### config.mk
export PLATFORM = sky130hd
export DESIGN_NAME = mul_unit
export DESIGN_NICKNAME = d
export VERILOG_FILES = /design/src/rtl/mul_unit.sv
export SDC_FILE = /design/constraint.sdc
export NUM_CORES = 1
export LEC_CHECK = 0
export BUFFER_PORTS_ARGS = -buffer_cell sky130_fd_sc_hd__clkbuf_2
export CORE_ASPECT_RATIO = 1.1
export CORE_MARGIN = 2
export CORE_UTILIZATION = 45
export CTS_CLUSTER_SIZE = 40
export DETAILED_ROUTE_END_ITERATION = 12
export HOLD_SLACK_MARGIN = 0.1
export PLACE_DENSITY_LB_ADDON = 0.1
export SLEW_MARGIN = 20
export SYNTH_ARGS = -nofsm -noshare
export SYNTH_HDL_FRONTEND = slang
export SYNTH_SLANG_ARGS = --single-unit
### constraint.sdc
create_clock -name clk -period 5 [get_ports clk]
set_input_delay 1 -clock clk [delete_from_list [all_inputs] [get_ports clk]]
set_output_delay 1 -clock clk [all_outputs]
set_load 0.03 [all_outputs]
### src/rtl/mul_unit.sv
// Iterative radix-2 shift-add multiplier for MUL / MLA: result = op_a*op_b (+ op_c), low WIDTH bits.
// Latency: WIDTH cycles from the accept edge to done; with MUL_EARLY_TERM_EN it is max(1, msb(op_b)+1) cycles.
// Backpressure: none; start is taken only in IDLE or DONE and ignored while busy (the controller stalls on busy).
module mul_unit #(
  parameter int WIDTH = 32,
  parameter int CNT_W = 5
) (
  input  logic             clk,
  input  logic             reset,
  input  logic             start,
  input  logic             acc_en,
  input  logic [WIDTH-1:0] op_a,
  input  logic [WIDTH-1:0] op_b,
  input  logic [WIDTH-1:0] op_c,
  output logic             busy,
  output logic             done,
  output logic [WIDTH-1:0] result,
  output logic [1:0]       flags
);

  typedef enum logic [1:0] {
    IDLE = 2'd0,
    RUN  = 2'd1,
    DONE = 2'd2
  } state_t;

  localparam logic [CNT_W-1:0] CNT_LAST = CNT_W'(WIDTH - 1);

  state_t           state;
  state_t           state_nxt;
  logic [WIDTH-1:0] acc;
  logic [WIDTH-1:0] mcand;
  logic [WIDTH-1:0] mplier;
  logic [WIDTH-1:0] acc_sum;
  logic [CNT_W-1:0] cnt;
  logic             accept;
  logic             last;

  // Partial-product add for this iteration and terminal-iteration detect.
  always_comb begin
    acc_sum = mplier[0] ? (acc + mcand) : acc;
`ifdef MUL_EARLY_TERM_EN
    // No remaining multiplier bits after this shift means the sum is already final.
    last = (cnt == CNT_LAST) || ((mplier >> 1) == '0);
`else
    last = (cnt == CNT_LAST);
`endif
  end

  // Next-state logic; a start in DONE re-enters RUN without passing through IDLE.
  always_comb begin
    state_nxt = state;
    accept    = 1'b0;
    case (state)
      IDLE: begin
        if (start) begin
          accept    = 1'b1;
          state_nxt = RUN;
        end
      end
      RUN: begin
        if (last) begin
          state_nxt = DONE;
        end
      end
      DONE: begin
        if (start) begin
          accept    = 1'b1;
          state_nxt = RUN;
        end else begin
          state_nxt = IDLE;
        end
      end
      default: state_nxt = IDLE;
    endcase
  end

  // State register with registered busy/done decoded from the next state.
  always_ff @(posedge clk) begin
    if (reset) begin
      state <= IDLE;
      busy  <= 1'b0;
      done  <= 1'b0;
    end else begin
      state <= state_nxt;
      busy  <= (state_nxt == RUN);
      done  <= (state_nxt == DONE);
    end
  end

  // Operand capture on accept, one shift-add step per RUN edge, result/flags loaded on the final step.
  always_ff @(posedge clk) begin
    if (reset) begin
      acc    <= '0;
      mcand  <= '0;
      mplier <= '0;
      cnt    <= '0;
      result <= '0;
      flags  <= 2'b01;
    end else if (accept) begin
      acc    <= acc_en ? op_c : '0;
      mcand  <= op_a;
      mplier <= op_b;
      cnt    <= '0;
    end else if (state == RUN) begin
      acc    <= acc_sum;
      mcand  <= mcand << 1;
      mplier <= mplier >> 1;
      cnt    <= cnt + CNT_W'(1);
      if (last) begin
        result <= acc_sum;
        flags  <= {acc_sum[WIDTH-1], (acc_sum == '0)};
      end
    end
  end

endmodule

==> reports/results.tsv, run 1 <==
metric	value	unit
nNetsFinal	1158	
grt_pass1_wl	36500	um
yosysUniqueCellTypes	73	
wl_per_cell	18.1	um
place_inst	1209	
cp_max_fo	4	
synth_seq_cells	138	
gp_congestion	0.886	
synth_area	0.00756	sq mm
post-route-min-period	3.73	ns
drive_gt1_share	19.3	%
cts_tree	yes	
port_buffers	135	
synth_area_per_cell	8.12	sq um
drc	0	
grt_use_total	25.7	%
hold_buffers	0	
yosysTopAreaCellShare	36.5	%
hold_class	flop to flop	
setup_tns	0	ns
syn_inst	931	
ys_top_cells_by_area	dfxtp_1 37%, a21oi_1 9.5%, a22oi_1 6.4%	
power.density	349	mW/mm^2
crit_type	flop to flop	
ant_nets	0	
slowest_stage	or4_1	
io-pin-count	136	
antenna_found_initial	0	
peakVddDrop	0.000237	V
setup_viol	0	
synth_commonest_cells	144 x a21oi_1, 138 x dfxtp_1, 113 x nand2_1	
drtPass1Iterations	5	
drt_iter0_drc	598	
rr_worst_depth	12	
rsz0062_at_grt	false	
place_area	0.00826	sq mm
synth-async-reset-ratio	0	%
tightest_slew	1.05	ns
rows	49	
stdcell_count	1240	
cpPeakStageDelay	0.50	ns
required	5.35	ns
yosys_most_used_dff	dfxtp_1	
grt_pass1_vias	6973	
drv_slew	0	
insertion_delay	0.44	ns
cts.clk_slew.worst_paths	0.06	ns
fp.dieH	140	um
vias	7309	
yosysSeqAreaShare	36.5	%
drt-total-wl	22500	um
die_w	128	um
crit_chain	ha_1 -> fa_1 -> a211oi_2 -> o211ai_1 -> a21boi_1 -> xnor2_1 -> nor4_1 -> o2111a_1 -> nand4_1 -> or4b_1 -> or4_1 -> o31ai_2	
grt_max_degree	110	
fill_cells	1601	
relSlewSlack	30.3	%
dieArea	0.0179	sq mm
min_path_cells	2	
synth-edff-count	0	
skew	0.0124	ns
syn_nets	1065	
stdcell_area	0.00887	sq mm
max_freq	268	MHz
hold_viol	0	
crit_arrival	4.08	ns
areaGrowthSynthToFinish	17.3	%
fin_util	54.0	%
ys_warn_count	0	
cts_made_buffers	17	
finalPower	3.10	mW
cts_root_buf	clkbuf_16	
finalCritPeriodShare	74.7	%
clock_sinks	138	
cts_resized	0	
netlist.top_cell.by_area	dfxtp_1	
crit_path_start_kind	flop	
yosysMostFrequentCell	a21oi_1	
start_util	46.0	%
hpwlAfterDp	15200	um
grt.overflow.total	0	
cts_setup_buffers	0	
drv_cap	0	
endpoint_kind	flop	
cts.path.max_buffers	2	
leakage	3.47	nW
core_area	0.0164	sq mm
routed_via_density	5.89	
diodes	0	
htreeDepth	4	
status	finished clean	
## registers in the layout, summed over array words and instances (netlist names)
name,flops
done,1
cnt,5
state,2
mplier,32
flags,1
acc,32
mcand,32
busy,1
result,32
## path summary, 6_finish.rpt
| kind | from | slack, ns | endpoint |
|---|---|---|---|
| hold / removal | mplier[1] | 0.45 | mplier[1] |
| setup reg to reg | acc[0] | 1.27 | flags[0] |
| hold reg to reg | mplier[1] | 0.45 | mplier[1] |
| setup / recovery | acc[0] | 1.27 | flags[0] |
## where the power goes
group | leakage [nW] | switching (mW) | internal, mW
logic | 2.05 | 0.341 | 0.208
registers | 1.13 | 0.0646 | 1.17
clock network | 0.290 | 0.510 | 0.810
## cell families (layout without fill, tap and decap cells)
| logic type | after synthesis | after routing | share of synthesized area, % |
|---|---|---|---|
| compound gates | 351 | 351 | 30.3 |
| xor+xnor | 28 | 28 | 3.24 |
| fa+ha+maj | 34 | 34 | 5.73 |
| buf+inv | 81 | 186 | 4.78 |
| flops | 138 | 138 | 36.5 |
| mux | 25 | 25 | 3.34 |
| simple gates | 274 | 274 | 16.1 |
## cell usage in the layout (no fill, tap or decap), drive strengths merged, types with 7 or more instances in the layout
cell | synthesis | final
a2111oi | 25 | 25
xnor2 | 15 | 15
nor4 | 7 | 7
buf | 14 | 10
xor2 | 13 | 13
nand2 | 114 | 114
mux2i | 23 | 23
nor3 | 13 | 13
ha | 33 | 33
inv | 10 | 12
o21ai | 38 | 38
dfxtp | 138 | 138
a211oi | 30 | 30
nor2 | 98 | 98
o211ai | 7 | 7
a21oi | 145 | 145
nand4 | 10 | 10
a22oi | 64 | 64
clkbuf | 55 | 155
## critical path, delay by kind of cell, from the launching register on
family | cells | cell delay [ns]
flip-flops | 1 | 0.34
adder cells (fa/ha/maj) | 2 | 0.69
XOR/XNOR | 1 | 0.10
AO/OA/AOI/OAI | 5 | 1.14
AND/OR/NAND/NOR | 4 | 1.37
## through the flow
| stage | hold slack [ns] | worst slack [ns] |
|---|---|---|
| after global routing | 0.468 | 0.960 |
| after floorplan | 0.436 | 1.64 |
| after detailed placement | 0.446 | 1.27 |
| after global placement | 0.442 | 1.35 |
| after CTS | 0.454 | 1.24 |
| final | 0.452 | 1.27 |
## per-layer routing
| metal | wire length (um) | part of all wire [%] | GRT usage (%) | vias up |
|---|---|---|---|---|
| li1 | - | - | - | 3623 |
| met2 | 10600 | 47 | 40.7 | 216 |
| met5 | 0 | 0 | 0 | - |
| met3 | 1400 | 6.2 | 5.58 | 17 |
| met4 | 222 | 0.99 | 6.13 | 0 |
| met1 | 10300 | 46 | 35.7 | 3453 |
## layout make-up
| class | instances | area, sq um | area share, % |
|---|---|---|---|
| Sequential cell | 138 | 2760 | 31.2 |
| Multi-Input combinational cell | 712 | 4460 | 50.2 |
| Clock inverter | 10 | 141 | 1.59 |
| Inverter | 11 | 41.3 | 0.466 |
| Timing Repair Buffer | 144 | 749 | 8.45 |
| Clock buffer | 21 | 460 | 5.19 |
| Tap cell | 204 | 255 | 2.88 |
No activity file was read; power rests on OpenSTA's default activity.
==> inputs of run 2 (changes only) <==
- ABC_AREA: unset -> 1
- clock period: 5 -> 3.4 ns (I/O delays scaled with it)
==> run 2 against run 1 <==
Compared with the run above:
- first-iteration DRC count increased by 19%
- critical path depth increased by 5
- total power increased by 55%
- global-route usage increased by 1.9 points
- design area increased by 15%
- register-to-register slack got worse by 0.51 ns
- area after synthesis increased by 15%
- die area increased by 15%
- core utilization decreased by 0.32 points
- maximum frequency increased by 41%
- via count increased by 26%
- clock power increased by 58%
- largest cell class unchanged
- largest power group unchanged
==> reports/results.tsv, run 2 <==
metric	value	unit
p_int	3.27	mW
hold_class	flop to flop	
final_cell_mix	552 x nand2_1, 206 x inv_1, 138 x dfxtp_1, 134 x clkbuf_2, 68 x a31oi_1	
clock_sinks	138	
diodes	0	
crit_arrival	3.02	ns
seqPwrFrac	37.4	%
hold_buffers	0	
pwr-share-clk	43.3	%
ant_nets	0	
ys_top_cells_by_area	dfxtp_1 32%, nand2_1 24%, inv_1 8.9%	
grt.overflow.total	0	
grt_pass1_vias	8560	
insertion_delay	0.43	ns
cts_setup_buffers	0	
required	3.77	ns
synth_area	0.00870	sq mm
cts.clk_slew.worst_paths	0.07	ns
synth_seq_cells	138	
routed_via_density	5.18	
areaGrowthSynthToFinish	17.4	%
fp.dieH	150	um
wl_per_cell	15.4	um
crit_type	flop to flop	
swShare	31.9	%
drive_gt1_share	16.3	%
hpwlAfterDp	20500	um
grt_use_total	27.5	%
rsz0062_at_grt	false	
leakage	5.20	nW
synth_commonest_cells	552 x nand2_1, 207 x inv_1, 138 x dfxtp_1	
cp_max_fo	4	
finalCritPeriodShare	77.7	%
core_area	0.0190	sq mm
ys_warn_count	0	
power.density	471	mW/mm^2
port_buffers	135	
yosysSeqAreaShare	31.8	%
vias	9207	
die_w	137	um
fill_cells	2049	
max_freq	378	MHz
drtPass1Iterations	6	
skew	0.00878	ns
antenna_found_initial	0	
synth-edff-count	0	
drt-total-wl	27300	um
yosysTopAreaCellShare	31.8	%
yosysMostFrequentCell	nand2_1	
stdcell_count	1779	
yosys_most_used_dff	dfxtp_1	
cts_resized	0	
share_comb_of_total_power	19.2	%
tightest_slew	0.803	ns
htreeDepth	4	
relSlewSlack	46.5	%
setup_tns	0	ns
post-route-min-period	2.64	ns
syn_nets	1546	
crit_path_start_kind	flop	
place_inst	1747	
peakVddDrop	0.000357	V
setup_viol	0	
cts_root_buf	clkbuf_16	
drt_iter0_drc	712	
start_util	45.7	%
status	finished clean	
grt_pass1_wl	44100	um
cts_made_buffers	17	
synth_area_per_cell	6.16	sq um
drv_cap	0	
drc	0	
dieArea	0.0205	sq mm
cts.path.max_buffers	2	
gp_congestion	0.958	
hold_viol	0	
netlist.top_cell.by_area	dfxtp_1	
syn_inst	1412	
io-pin-count	136	
final_common_cell	nand2_1	
grt_max_degree	69	
yosysUniqueCellTypes	34	
synth-async-reset-ratio	0	%
endpoint_kind	flop	
cts_tree	yes	
rows	53	
p_switching	1.53	mW
drv_slew	0	
nNetsFinal	1653	
-- run 2: final timing paths --
path | startpoint | end | slack (ns) | depth (start not counted)
setup / recovery | mcand[0] | flags[0] | 0.76 | 17
hold / removal | mplier[31] | mplier[31] | 0.47 | 2
setup reg to reg | mcand[0] | flags[0] | 0.76 | 17
hold reg to reg | mplier[31] | mplier[31] | 0.47 | 2
-- run 2: power groups by stage --
| stage | clock network [mW] | registers (mW) | logic [mW] |
|---|---|---|---|
| 5_1_grt | 2.17 | 1.81 | 1.04 |
| 4_1_cts | 2.10 | 1.80 | 0.921 |
| 2_1_floorplan | 0 | 1.80 | 0.647 |
| 3_5_place_dp | 0 | 1.83 | 0.916 |
| 6_report | 2.08 | 1.80 | 0.924 |
| 3_3_place_gp | 0 | 1.83 | 0.909 |
-- run 2: cell type report --
| class | count | area [sq um] | area share (%) |
|---|---|---|---|
| multi-input combinational | 996 | 4880 | 47.8 |
| sequential | 138 | 2760 | 27.1 |
| inverter | 218 | 818 | 8.01 |
| timing repair buffer | 148 | 801 | 7.84 |
| clock buffer | 18 | 429 | 4.20 |
| tap | 247 | 309 | 3.03 |
| clock inverter | 14 | 206 | 2.02 |
-- run 2: metal layers --
layer | track usage [%] | vias to the layer above | routed length [um]
li1 | - | 4704 | -
met1 | 38.1 | 4160 | 12800
met2 | 43.1 | 302 | 12100
met3 | 5.45 | 41 | 1950
met4 | 8.28 | 0 | 523
met5 | 0 | - | 0
-- run 2: worst max-delay path, stage by stage (launching register included) --
cell,delay (ns)
dfxtp_1,0.33
ha_1,0.25
fa_1,0.46
nand2_2,0.12
nand2_2,0.08
nand3_1,0.12
nand2_1,0.14
nand2_1,0.09
nand3_1,0.07
nand2_1,0.19
nand3_1,0.09
nor2_1,0.15
nand2_1,0.09
nor2_2,0.10
nand2_1,0.09
nor2_1,0.11
nand2_1,0.05
nand2_1,0.04
-- run 2: cells by family after synthesis --
group | share of synthesized area [%]
AO/OA/AOI/OAI | 15.0
adder cells (fa/ha/maj) | 4.98
buffers and inverters | 12.1
XOR/XNOR | 0.101
flip-flops | 31.8
AND/OR/NAND/NOR | 36.1
-- run 2: through the flow --
stage	cell area, sq um	hold WS (ns)	power, mW	worst slack, ns	util [%]
6_report	10200	0.469	4.81	0.757	53.6
5_1_grt	10200	0.488	5.02	0.505	53.6
4_1_cts	10200	0.470	4.82	0.751	53.6
3_5_place_dp	9570	0.459	2.75	0.773	50.3
3_3_place_gp	9570	0.451	2.74	0.752	50.3
2_1_floorplan	8700	0.441	2.45	1.36	-
